<file path="src/rtl/weight_loader.sv">
// weight_loader: streams neuron-major weight words into a layer's bank of
// weight memories, one write per accepted beat, with framing checks on s_last.
module weight_loader #(
  parameter int unsigned dataWidth    = 16,
  parameter int unsigned addressWidth = 10,
  parameter int unsigned numWeight    = 784,
  parameter int unsigned numNeuron    = 30,
  parameter int unsigned neuronWidth  = 5
) (
  input  logic                    clk,
  input  logic                    rst,
  input  logic                    start,
  input  logic                    s_valid,
  output logic                    s_ready,
  input  logic [dataWidth-1:0]    s_data,
  input  logic                    s_last,
  output logic [numNeuron-1:0]    wen,
  output logic [addressWidth-1:0] waddr,
  output logic [dataWidth-1:0]    win,
  output logic                    busy,
  output logic                    done,
  output logic                    err
);

  typedef enum logic [1:0] {IDLE, LOAD, ERR} state_t;

  state_t                  state, state_n;
  logic [addressWidth-1:0] wcnt, wcnt_n;
  logic [neuronWidth-1:0]  ncnt, ncnt_n;
  logic [numNeuron-1:0]    wen_n;
  logic [addressWidth-1:0] waddr_n;
  logic [dataWidth-1:0]    win_n;
  logic                    done_n;
  logic                    accept;
  logic                    last_word;
  logic                    last_neuron;
  logic                    final_beat;

  assign accept      = s_valid && s_ready;
  assign last_word   = (wcnt == addressWidth'(numWeight - 1));
  assign last_neuron = (ncnt == neuronWidth'(numNeuron - 1));
  assign final_beat  = last_word && last_neuron;

  // Next state, counters and next registered write/status values.
  always_comb begin
    state_n = state;
    wcnt_n  = wcnt;
    ncnt_n  = ncnt;
    wen_n   = '0;
    waddr_n = waddr;
    win_n   = win;
    done_n  = 1'b0;
    case (state)
      IDLE, ERR: begin
        if (start) begin
          state_n = LOAD;
          wcnt_n  = '0;
          ncnt_n  = '0;
        end
      end
      LOAD: begin
        if (accept) begin
          if (final_beat != s_last) begin
            // Framing error: s_last disagrees with the beat position; drop it.
            state_n = ERR;
          end else begin
            wen_n   = numNeuron'(1) << ncnt;
            waddr_n = wcnt;
            win_n   = s_data;
            if (final_beat) begin
              done_n  = 1'b1;
              state_n = IDLE;
              wcnt_n  = '0;
              ncnt_n  = '0;
            end else if (last_word) begin
              wcnt_n = '0;
              ncnt_n = ncnt + neuronWidth'(1);
            end else begin
              wcnt_n = wcnt + addressWidth'(1);
            end
          end
        end
      end
      default: state_n = IDLE;
    endcase
  end

  // State, counters and all outputs registered; synchronous reset wins.
  always_ff @(posedge clk) begin
    if (rst) begin
      state   <= IDLE;
      wcnt    <= '0;
      ncnt    <= '0;
      wen     <= '0;
      waddr   <= '0;
      win     <= '0;
      done    <= 1'b0;
      err     <= 1'b0;
      busy    <= 1'b0;
      s_ready <= 1'b0;
    end else begin
      state   <= state_n;
      wcnt    <= wcnt_n;
      ncnt    <= ncnt_n;
      wen     <= wen_n;
      waddr   <= waddr_n;
      win     <= win_n;
      done    <= done_n;
      err     <= (state_n == ERR);
      busy    <= (state_n == LOAD);
      s_ready <= (state_n == LOAD);
    end
  end

endmodule

</file>
<file path="config.mk">
export PLATFORM = sky130hd
export DESIGN_NAME = weight_loader
export DESIGN_NICKNAME = d
export VERILOG_FILES = /design/src/rtl/weight_loader.sv
export SDC_FILE = /design/constraint.sdc
export NUM_CORES = 1
export LEC_CHECK = 0
export CELL_PAD_IN_SITES_DETAIL_PLACEMENT = 0
export CELL_PAD_IN_SITES_GLOBAL_PLACEMENT = 1
export CORE_ASPECT_RATIO = 0.75
export CORE_MARGIN = 3
export CORE_UTILIZATION = 35
export CTS_CLUSTER_SIZE = 12
export DETAILED_ROUTE_END_ITERATION = 6
export GPL_TIMING_DRIVEN = 0
export PLACE_DENSITY = 0.86
export REMOVE_ABC_BUFFERS = 1
export SLEW_MARGIN = 20
export SYNTH_ARGS = -nofsm -noshare
export SYNTH_HDL_FRONTEND = slang
export SYNTH_SLANG_ARGS = --single-unit
</file>
<file path="constraint.sdc">
create_clock -name clk -period 2.9 [get_ports clk]
set_clock_uncertainty 0.1 [all_clocks]
set_input_delay 0.29 -clock clk [delete_from_list [all_inputs] [get_ports clk]]
set_output_delay 0.29 -clock clk [all_outputs]
set_load 0.01 [all_outputs]
</file>
======== Word level (Yosys, flattened, before mapping) ========
Index checks and enable logic that the tools add are counted.
word-level totals
  bits of input ports ..................... 21
  memories kept ........................... 0
  register bits ........................... 76
  word-level logic and storage cells ...... 53
  memory bits (read-only) ................. 0
  output and inout bits ................... 60
  memory bits (writable) .................. 0
  latch bits .............................. 0
cells by class
  order comparisons ....................... 0
  reductions and logical operators ........ 9
  div/mod/pow operators ................... 0
  equal/unequal tests ..................... 11
  bitwise logic cells ..................... 3
  shifts and indexed selects .............. 1
  $mul .................................... 0
  multiplexer cells ....................... 18
  add/sub/neg operators ................... 2
operator list
  cell                                                                count
  10-bit 2-to-1 mux                                                   5
  1-bit by 5-bit left shift with 30-bit output, first input constant  1
  5-bit 2-to-1 mux                                                    5
  10-bit one-hot mux with 2 select lines                              1
  10-bit by 1-bit adder with 10-bit output, second input constant     1
  10-bit == test, second input constant                               1
  5-bit one-hot mux with 2 select lines                               1
  2-bit 2-to-1 mux                                                    4
  2-bit != test, second input constant                                3
  5-bit by 1-bit adder with 5-bit output, second input constant       1
  5-bit == test, second input constant                                1
  5-bit AND reduction                                                 1
  2-bit by 1-bit == test with 1-bit output, second input constant     2
  2-bit == test, second input constant                                2
  2-bit one-hot mux with 2 select lines                               1
  4-bit AND reduction                                                 1
  4-bit OR reduction                                                  1
  3-bit != test, second input constant                                1
  1-bit inverter                                                      3
  3-bit AND reduction                                                 1
  1-bit logical AND                                                   2
  2-bit zero test                                                     1
  2-bit nonzero test                                                  1
  2-bit OR reduction                                                  1
  2 further kinds                                                     2

======== Depth between registers and ports, before layout ========
  word-level depth ........................ 7
  mapped depth ............................ 9

======== Least setup slack after synthesis ========
No wires, ideal clock.
  path type ............................... reg2reg
  from .................................... register wcnt[0]
  to ...................................... register wcnt[2]
  path buffers ............................ 1
  library setup time ...................... 0.087 ns
  cell stages (with the launch flop) ...... 8
  arrival ................................. 2.182 ns
  data required time ...................... 2.713 ns
  path slack .............................. 0.531 ns
  path through ............................ dfxtp_1 > ha_1 > nand3_2 > nor4_4 > mux2i_1 > buf_2 > a21boi_1 > o31ai_1
between the ends
  longest elaborated chain between the ends .. 6
  elaborated cells between the ends (all ways) .. 11
  classes of those cells .................. 1 x add/sub; 3 x eq/ne; 5 x mux; 2 x reduce/logical
ends and longest elaborated chain
  what                                                                        RTL line  source
  start, declared                                                             28        logic [addressWidth-1:0] wcnt, wcnt_n;
  start signal, assigned                                                      103       wcnt <= wcnt_n;
  10-bit by 1-bit adder with 10-bit output or 10-bit == test (tied branches)  79, 40
  10-bit 2-to-1 mux or 1-bit logical AND (tied branches)                      75, 42
  10-bit 2-to-1 mux                                                           70        if (final_beat) begin
  10-bit 2-to-1 mux                                                           63        if (final_beat != s_last) begin
  10-bit 2-to-1 mux                                                           62        if (accept) begin
  10-bit one-hot mux with 2 select lines                                      53        case (state)
Parallel ways exist; a longest one is shown, timed or not. The select of a mux whose other input is x is not followed.
A chain may end at the register's enable or synchronous reset.

======== Worst setup path in the final report ========
  from .................................... register wcnt[1]
  to ...................................... register wcnt[2]
The elaborated chain is that of the path after synthesis.

==> flow_metrics.tcl <==
set metrics [dict create \
    end_kind "flop" \
    ioPinCount 81 \
    place_area_um2 3890 \
    wl_per_cell_um 13.8 \
    outcome "finished clean" \
    start_kind "flop" \
    yosys_most_used_dff "dfxtp_1" \
    synthMuxAreaShare 0.0184 \
    critical_path_class "reg2reg" \
    syn-cell-area_um2 2990 \
    ir_worst_vdd_mv 0.271 \
    grt_use_total 0.149 \
    initial_utilization 0.369 \
    ys_ff_latch 76 \
    synth_edf_count 0 \
    synth_common_cells "dfxtp_1, nand2_1, a21oi_1" \
    syn_inst 333 \
    cts_inserted_buffers 9 \
    insertion_delay_ns 0.33 \
    fp-row-count 28 \
    powerDensity_nw_per_um2 587 \
    synth_top_family_by_area "simple AND/OR/NAND/NOR gates" \
    rsz0062_at_grt "false" \
    cts_buffer_depth 2 \
    yosysTopAreaCellShare 0.509 \
    fp.dieArea_um2 9690 \
    p_leak_nw 1.54 \
    finalCritPeriodShare 0.905 \
    layoutNonFillerInstCount 523 \
    synthTopCellsByArea "dfxtp_1, nand2_1, a21oi_1, nor2_1, ha_1" \
    synth_cell_types 45 \
    grt_max_degree 43 \
    hold_path.class "in2reg" \
    wirelength_um 7240 \
    yosys.area.top_type "dfxtp_1" \
    grt_first_pass_wirelength_um 11700 \
    drt_iter0_drc 166 \
    synth-simple-area-share 0.263 \
    fin_area_um2 4300 \
    clk_pin_slew_worst_paths_ns 0.06 \
    dp.final_hpwl_um 5060 \
    die_y_um 86.0 \
    portBuffers 80 \
    synth.most_common_cell "dfxtp_1" \
    cp_max_fo 23 \
    area_delta_synth_final_pct 43.8 \
    coreArea_um2 8090 \
    fmax_ghz 0.381 \
    vias 2606 \
    setup_viol 0 \
    drv_cap 0 \
    synth_compound_area_frac 0.129 \
    dp.cells 503 \
    final_antenna_net_count 0 \
    cts-root-buf "clkbuf_16" \
    yosys_warnings 0 \
    route.detailed.drc 0 \
    firstDrtPassIters 4 \
    h-tree-depth 3 \
    drive_gt1_frac 0.0861 \
    grt_pass1_vias 2451 \
    cp_data_required_time_ns 3.03 \
    synth_xor_area_frac 0.0117 \
    timing.final.hold_violations 0 \
    grt_overflow 0 \
    ys_seq_area_frac 0.509 \
    cts.sinks 76 \
    slew-limit-headroom 0.265 \
    gp_congestion 0.818 \
    dieWidth_um 113 \
    via_per_inst 4.98 \
    worst_slew_pin_slew_ns 1.10 \
    tritoncts "built" \
    grt_antenna_before_repair 0 \
    synthArstFlopShare 0 \
    arrival_ns 2.76 \
    min_period_ns 2.62 \
    slew_viol_final 0 \
    fin_nets 442 \
    syn_avg_cell_area_um2 8.97 \
    n_antenna_cell 0 \
    synth_adder_area_share 0.0293 \
]
worst paths after layout:
path	from	end	slack, ns	cells after the start
worst max-delay path	wcnt[1]	wcnt[2]	0.28	8
worst min-delay path	rst	busy	0.19	2
worst max register to register	wcnt[1]	wcnt[2]	0.28	8
worst min register to register	win[15]	win[15]	0.35	2
area by class of cell:
class,instances,area [um2]
Fill cell,740,3790
Sequential cell,76,1520
Multi-Input combinational cell,232,1370
Timing Repair Buffer,87,881
Clock buffer,9,225
Clock inverter,6,138
Tap cell,105,131
Inverter,8,30.0
critical path, cell delays in order, from the launching register on:
cell and delay [ns]:
dfxtp_1 0.40, ha_1 0.23, nand3_2 0.21, nor4_4 0.47, buf_4 0.21, mux2i_4 0.37, buf_16 0.21, a21boi_1 0.07
o31ai_1 0.25
kinds of logic (layout without fill, tap and decap cells):
| group | count (synthesis) | in the layout |
|---|---|---|
| AOI/OAI and AO/OA | 63 | 63 |
| buffers and inverters | 25 | 110 |
| DFF | 76 | 76 |
| muxes | 5 | 5 |
| and+or+nand+nor | 153 | 153 |
| xor gates and xnor gates | 4 | 4 |
| adders and majority gates | 7 | 7 |
stage by stage:
step	setup WS, ns	hold slack, ns	total power, mW	setup TNS (ns)	utilization
after CTS	0.0622	0.185	2.56	0	0.526
after global placement	-1.78	0.341	1.20	-67.68	0.474
final	0.277	0.185	2.52	0	0.531
after floorplan	-0.502	0.259	1.13	-9.76	-
after detailed placement	0.0760	0.347	1.21	0	0.481
after global routing	0.0495	0.204	2.61	0	0.531
sequential cells by signal (all words and copies together) (netlist names):
| signal | flops |
|---|---|
| busy | 1 |
| done | 1 |
| err | 1 |
| ncnt | 5 |
| state | 2 |
| waddr | 10 |
| wcnt | 10 |
| wen | 30 |
| win | 16 |
layout by cell type, fill, tap and decap left out, types with 4 or more instances in the layout:
cell type | Yosys | final
buf_4 | 4 | 5
inv_1 | 8 | 8
nor3_1 | 8 | 8
nor2b_1 | 4 | 4
xor2_1 | 4 | 4
and3_1 | 11 | 11
a21oi_1 | 33 | 33
o211ai_1 | 4 | 4
nand2b_1 | 4 | 4
nand4_1 | 4 | 4
clkdlybuf4s50_1 | 0 | 79
and2_1 | 9 | 9
dfxtp_1 | 76 | 76
nand3_1 | 5 | 5
bufinv_16 | 0 | 4
nor2_1 | 30 | 30
clkbuf_16 | 0 | 9
ha_1 | 7 | 7
o21ai_0 | 8 | 8
nand2_1 | 61 | 61
o2111ai_1 | 4 | 4
nor4_1 | 5 | 4
where the power goes:
| group | switching (mW) | leakage, nW | internal (mW) |
|---|---|---|---|
| Combinational | 0.0696 | 0.756 | 0.0557 |
| Sequential | 0.00798 | 0.613 | 1.05 |
| Clock | 0.413 | 0.176 | 0.925 |
repair_timing:
item | CTS | global route
setup endpoints to repair | 0 | 20
buffers inserted | 0 | 5
resized for setup | 0 | 1
hold buffers | 0 | 0
metal layers:
layer  track usage  part of all wire
met5             0                 0
met4        0.0459             0.013
met3        0.0550             0.074
met2         0.215              0.42
met1         0.206              0.50
(Power assumes the default switching activity.)
